### src/rtl/xor_gen_pkg.sv
// Shared types, constants and the LFSR step function for the XOR keystream cipher.
// No latency: pure declarations and combinational helper.
// No backpressure: no handshakes live here.
package xor_gen_pkg;

  typedef enum logic [1:0] {
    XOR_STATIC = 2'd0,
    XOR_ROTATE = 2'd1,
    XOR_LFSR   = 2'd2
  } xor_mode_e;

  localparam logic [31:0] XOR_DEF_POLY = 32'h80200003;

  // Widest key/LFSR the shared step function can handle; narrower users zero-extend.
  localparam int XOR_MAX_W = 256;

  // One Galois LFSR step: shift right, fold the polynomial in when the dropped bit is 1.
  function automatic logic [XOR_MAX_W-1:0] lfsr_step(input logic [XOR_MAX_W-1:0] state,
                                                     input logic [XOR_MAX_W-1:0] poly);
    return state[0] ? ((state >> 1) ^ poly) : (state >> 1);
  endfunction

endpackage

### src/rtl/xor_keystream.sv
// Keystream state: key/seed registers, rotating lane index and Galois LFSR.
// ks is combinational from the current state; state updates on the clock edge.
// No backpressure: the parent asserts advance only on an accepted word.
module xor_keystream
  import xor_gen_pkg::*;
#(
  parameter int              DATA_W    = 8,
  parameter int              KEY_W     = 32,
  parameter int              MODE      = 0,
  parameter logic [KEY_W-1:0] LFSR_POLY = KEY_W'(XOR_DEF_POLY)
) (
  input  logic              clk,
  input  logic              rst,
  input  logic              key_load,
  input  logic [KEY_W-1:0]  key_in,
  input  logic              advance,
  input  logic              restart,
  output logic [DATA_W-1:0] ks
);

  localparam int NL    = KEY_W / DATA_W;
  localparam int IDX_W = (NL > 1) ? $clog2(NL) : 1;
  localparam xor_mode_e MODE_E = xor_mode_e'(MODE);

  logic [KEY_W-1:0]  key_q;
  logic [KEY_W-1:0]  seed_q;
  logic [KEY_W-1:0]  lfsr_q;
  logic [IDX_W-1:0]  idx_q;
  logic [KEY_W-1:0]  load_val;
  logic [KEY_W-1:0]  lfsr_next;
  logic [DATA_W-1:0] lanes [NL];

  // An all-zero seed would lock the LFSR, so it is replaced by all-ones on load.
  assign load_val  = (key_in == '0) ? '1 : key_in;
  assign lfsr_next = KEY_W'(lfsr_step(XOR_MAX_W'(lfsr_q), XOR_MAX_W'(LFSR_POLY)));

  for (genvar g = 0; g < NL; g++) begin : g_lane
    assign lanes[g] = key_q[g*DATA_W +: DATA_W];
  end

  // State update: reset, then key load, then frame restart, then normal advance.
  always_ff @(posedge clk) begin
    if (rst) begin
      key_q  <= '0;
      seed_q <= '1;
      lfsr_q <= '1;
      idx_q  <= '0;
    end else if (key_load) begin
      key_q  <= key_in;
      seed_q <= load_val;
      lfsr_q <= load_val;
      idx_q  <= '0;
    end else if (restart) begin
      lfsr_q <= seed_q;
      idx_q  <= '0;
    end else if (advance) begin
      lfsr_q <= lfsr_next;
      idx_q  <= (idx_q == IDX_W'(NL - 1)) ? '0 : idx_q + IDX_W'(1);
    end
  end

  // Keystream word selected by the elaboration-time mode.
  always_comb begin
    ks = '0;
    case (MODE_E)
      XOR_STATIC: ks = key_q[DATA_W-1:0];
      XOR_ROTATE: ks = lanes[idx_q];
      XOR_LFSR:   ks = lfsr_q[DATA_W-1:0];
      default:    ks = '0;
    endcase
  end

endmodule

### src/rtl/xor_stream_cipher.sv
// XOR stream cipher: in_data ^ keystream, with frame restart on in_last and runtime key load.
// Latency 1 cycle through a single output register; 1 word/cycle while out_ready is high.
// Stalls with in_ready low and output held while out_valid && !out_ready.
module xor_stream_cipher
  import xor_gen_pkg::*;
#(
  parameter int               DATA_W    = 8,
  parameter int               KEY_W     = 32,
  parameter int               MODE      = 0,
  parameter logic [KEY_W-1:0] LFSR_POLY = KEY_W'(XOR_DEF_POLY)
) (
  input  logic              clk,
  input  logic              rst,
  input  logic              key_load,
  input  logic [KEY_W-1:0]  key_in,
  input  logic              in_valid,
  output logic              in_ready,
  input  logic [DATA_W-1:0] in_data,
  input  logic              in_last,
  output logic              out_valid,
  input  logic              out_ready,
  output logic [DATA_W-1:0] out_data,
  output logic              out_last,
  output logic [15:0]       beat_cnt
);

  if (KEY_W < DATA_W || (KEY_W % DATA_W) != 0) begin : g_bad_key_w
    $error("xor_stream_cipher: KEY_W must be a nonzero multiple of DATA_W");
  end
  if (KEY_W > XOR_MAX_W) begin : g_key_too_wide
    $error("xor_stream_cipher: KEY_W exceeds XOR_MAX_W");
  end
  if (MODE < 0 || MODE > 2) begin : g_bad_mode
    $error("xor_stream_cipher: MODE must be 0, 1 or 2");
  end

  logic              acc;
  logic [DATA_W-1:0] ks;

  // The output register can take a new word when empty or draining this cycle.
  assign in_ready = !out_valid || out_ready;
  assign acc      = in_valid && in_ready;

  xor_keystream #(
    .DATA_W    (DATA_W),
    .KEY_W     (KEY_W),
    .MODE      (MODE),
    .LFSR_POLY (LFSR_POLY)
  ) u_ks (
    .clk      (clk),
    .rst      (rst),
    .key_load (key_load),
    .key_in   (key_in),
    .advance  (acc),
    .restart  (acc && in_last),
    .ks       (ks)
  );

  // Output register and saturating count of accepted words.
  always_ff @(posedge clk) begin
    if (rst) begin
      out_valid <= 1'b0;
      out_data  <= '0;
      out_last  <= 1'b0;
      beat_cnt  <= '0;
    end else begin
      if (acc) begin
        out_valid <= 1'b1;
        out_data  <= in_data ^ ks;
        out_last  <= in_last;
      end else if (out_ready) begin
        out_valid <= 1'b0;
      end
      if (acc && beat_cnt != 16'hFFFF) begin
        beat_cnt <= beat_cnt + 16'd1;
      end
    end
  end

endmodule

### config.mk
export PLATFORM = sky130hd
export DESIGN_NAME = xor_stream_cipher
export DESIGN_NICKNAME = d
export VERILOG_FILES = /design/src/rtl/xor_gen_pkg.sv /design/src/rtl/xor_keystream.sv /design/src/rtl/xor_stream_cipher.sv
export SDC_FILE = /design/constraint.sdc
export NUM_CORES = 1
export LEC_CHECK = 0
export BUFFER_PORTS_ARGS = -buffer_cell sky130_fd_sc_hd__buf_2
export CORE_ASPECT_RATIO = 0.8
export CORE_MARGIN = 8
export CORE_UTILIZATION = 41
export CTS_CLUSTER_SIZE = 25
export DETAILED_ROUTE_END_ITERATION = 10
export GPL_TIMING_DRIVEN = 0
export MAX_ROUTING_LAYER = met4
export PLACE_DENSITY = 0.85
export REMOVE_ABC_BUFFERS = 1
export SETUP_SLACK_MARGIN = 0.15
export SKIP_CTS_REPAIR_TIMING = 1
export SYNTH_ARGS = -nofsm -noshare
export SYNTH_HDL_FRONTEND = slang
export SYNTH_SLANG_ARGS = --single-unit
### constraint.sdc
create_clock -name clk -period 1.6 [get_ports clk]
set_input_delay 0.08 -clock clk [delete_from_list [all_inputs] [get_ports clk]]
set_output_delay 0.08 -clock clk [all_outputs]
set_load 0.03 [all_outputs]
==> results by group <==
Logic synthesis
  – Post-Synth Simple-Gate Area: 26.1%
  – Netlist Area Pre-Place: 1560 sq um
  – XOR/XNOR share of the synthesized area: 4.49%
  – Syn avg cell area: 9.29 sq um
  – #FFs+latches synth: 34
  – Synth top area cells: dfxtp_1 (44%), mux2i_1 (6.4%), nor2_1 (5.3%), a211oi_1 (4.8%), xnor2_1 (4.5%)
  – Ys Warns: 0
  – Post-Synth Adder-Cell Area: 0.801%
  – Synth top area share: 43.6%
  – Area leader, netlist: dfxtp_1
  – Main combinational cell family by area after synthesis: simple AND/OR/NAND/NOR gates
  – Compound-Gate Fraction of Synth Area: 12.6%
  – Post-synthesis mux area share: 9.29%
  – Sequential-to-total area share from yosys stat: 43.6%
  – Mapped Cells: 168
  – Synth unique cells: 36

Clock tree
  – Total CTS buffers: 5
  – CTS HTree Levels: 2
  – Worst-path clk slew: 0.08 ns
  – Longest Clk Path Bufs: 2
  – Count of clock tree sinks: 34
  – CTS tree: built
  – Latest clock arrival within the worst-skew pair: 0.29 ns
  – CTS root buffer: clkbuf_8

Layout
  – Antenna diode count: 0
  – Utilization after layout: 62.2%
  – Most common cell after layout, fill and taps aside: buf_2
  – Area Overhead vs Synth: 48.6%
  – NumNets Final: 284
  – Finished Cell Area: 2320 sq um
  – Fraction of layout cells with a size suffix above 1: 49.2%
  – Most frequent cells in the layout: buf_2 (48), nor2_1 (22), dfxtp_1 (21)
  – FILL cells: 287

Timing
  – Final hold slack: 0.0197 ns
  – Fin crit share: 104%
  – Final setup vio count: 5
  – Rel. slew slack: 50.4%
  – Min Tclk post-route: 1.67 ns
  – RSZ-0062 raised after global routing: yes
  – Setup TNS: -0.211 ns
  – Slew Limit Fails: 0
  – Fmax: 598 MHz
  – Worst Tran Pin Value: 0.744 ns
  – Fin. Hold Viols: 0
  – Final worst slack: -0.0711 ns
  – Max Clock Skew: 0.00703 ns

Critical path
  – CP Data Arrival Time: 1.85 ns
  – Worst EP required: 1.78 ns
  – Worst-path cell chain: nand3_2 -> nor4_4 -> buf_4 -> nor4_4 -> mux2_1
  – Critical path class: flip-flop to flip-flop
  – Startpoint Class: flip-flop
  – R2r endpoint: beat_cnt[15]
  – Worst path max stage delay: 0.49 ns
  – CP startpoint: beat_cnt[13]
  – CP max stage cell: dfxtp_1
  – CP most frequent cell: nor4_4
  – Crit path depth: 5
  – Setup crit end: beat_cnt[15]
  – Worst Setup End Kind: flip-flop
  – Delay-heaviest family, CP: simple AND/OR/NAND/NOR gates
  – Crit Reg-Reg Startpoint: beat_cnt[13]
  – Reg2Reg Setup Slack: -0.07 ns
  – Reg2Reg Depth: 5
  – CP max FO: 7
  – Buf+Inv Stages, Crit Path: 1

Global routing
  – Total grt overflow: 0
  – First-pass GRT wire length: 6.09 mm
  – Largest net degree at the start of global routing: 41
  – Initial antenna violation count: 0
  – Global Route Usage Sum: 12.9%
  – Number of global-route vias before repair: 1271

Routing
  – Antenna Nets Post-Route: 0
  – Drt drc: 0
  – Routed wire length: 4.62 mm
  – Avg WL per Cell: 16.4 um
  – Vias/cell: 5.41
  – Drt pass-1 iters: 4
  – Vias: 1527
  – DRT iter0 DRCs: 100

Placement
  – Placer Congestion: 0.754
  – Pre-CTS setup slack: -0.262 ns
  – DP HPWL: 2.66 mm
  – Area after DPL: 1830 sq um
  – Port Buffers: 48

Power and ir drop
  – Max VDD drop: 0.580 mV
  – Leakage: 0.00100 uW
  – Power Density: 840 nW/um^2

Floorplan
  – Core Area: 3730 sq um
  – Cell Rows: 20
  – Initial Util: 41.9%
  – I/O Pins: 73
  – Area of the die: 6050 sq um
  – DIE HEIGHT: 71.2 um
  – Die width: 85.0 um

Worst hold path
  – Min-Delay Path Class: input port to flip-flop

Status
  – Failing checks: setup timing
  – Outcome: complete, but fails checks

Job
  – Max-cap violations: 0
## cells by family after synthesis
kind of cell | after synthesis
simple gates | 68
flops | 34
compound gates | 30
mux | 14
buf+inv | 13
xor+xnor | 8
fa+ha+maj | 1
## how the worst min path moves through the flow
stage / slack (ns) / depth (start not counted) / endpoint / startpoint
after global placement: 0.31 / 3 / u_ks.key_q[2] / key_in[2]
after detailed placement: 0.32 / 3 / u_ks.key_q[1] / key_in[1]
after CTS: 0.02 / 3 / out_last / in_last
after global routing: 0.02 / 3 / u_ks.key_q[6] / key_in[6]
final: 0.02 / 3 / u_ks.key_q[6] / key_in[6]
after floorplan: 0.15 / 1 / beat_cnt[10] / rst
## layout make-up
cell class / count / area [sq um] / area share (%)
clock buffer: 6 / 72.6 / 3.13
clock inverter: 2 / 37.5 / 1.62
inverter: 7 / 26.3 / 1.13
multi-input combinational: 122 / 1000 / 43.2
sequential: 34 / 719 / 31.0
tap: 44 / 55.1 / 2.37
timing repair buffer: 67 / 408 / 17.6
## flip-flops by register name (all words and copies together), names as in the netlist
signal	cells
out_data	8
beat_cnt	16
out_last	1
u_ks.key_q	8
out_valid	1
## synth_stat cells, drive strengths merged
master  count
dfxtp      34
nor2       23
a211oi     10
mux2i      10
a21oi       9
xnor2       8
inv         7
nand2       6
nand4       6
or4         6
clkbuf      5
nor2b       5
nor3        5
o31ai       5
mux2        4
nand3       4
nor4        4
o21ai       3
nand2b      2
or3         2
a31oi       1
a41oi       1
and2        1
and3        1
and4        1
buf         1
ha          1
nor4b       1
o31a        1
or2         1
## report_power, final
group	switching, uW	internal [uW]	total [uW]
Sequential	25.1	873	898
Combinational	153	102	255
Clock	332	465	797
Total	510	1440	1950
## metrics by stage
step,power (uW),instances
floorplan,1060,162
global placement,1140,254
detailed placement,1150,254
CTS,1940,262
global route,2030,282
finish,1950,282
## layer usage
| metal | track usage (%) | wire length [um] | vias up | share of wire (%) |
|---|---|---|---|---|
| met5 | - | 0 | - | 0 |
| met4 | 4.92 | 86 | 0 | 1.9 |
| met3 | 4.75 | 275 | 14 | 5.9 |
| met2 | 19.9 | 2380 | 61 | 51 |
| met1 | 14.8 | 1890 | 700 | 41 |
| li1 | - | - | 752 | - |
## worst min-delay path: stages
cell and delay [ns]:
buf_2 0.08, mux2i_1 0.06, nor2_1 0.07
(Power assumes the default switching activity.)
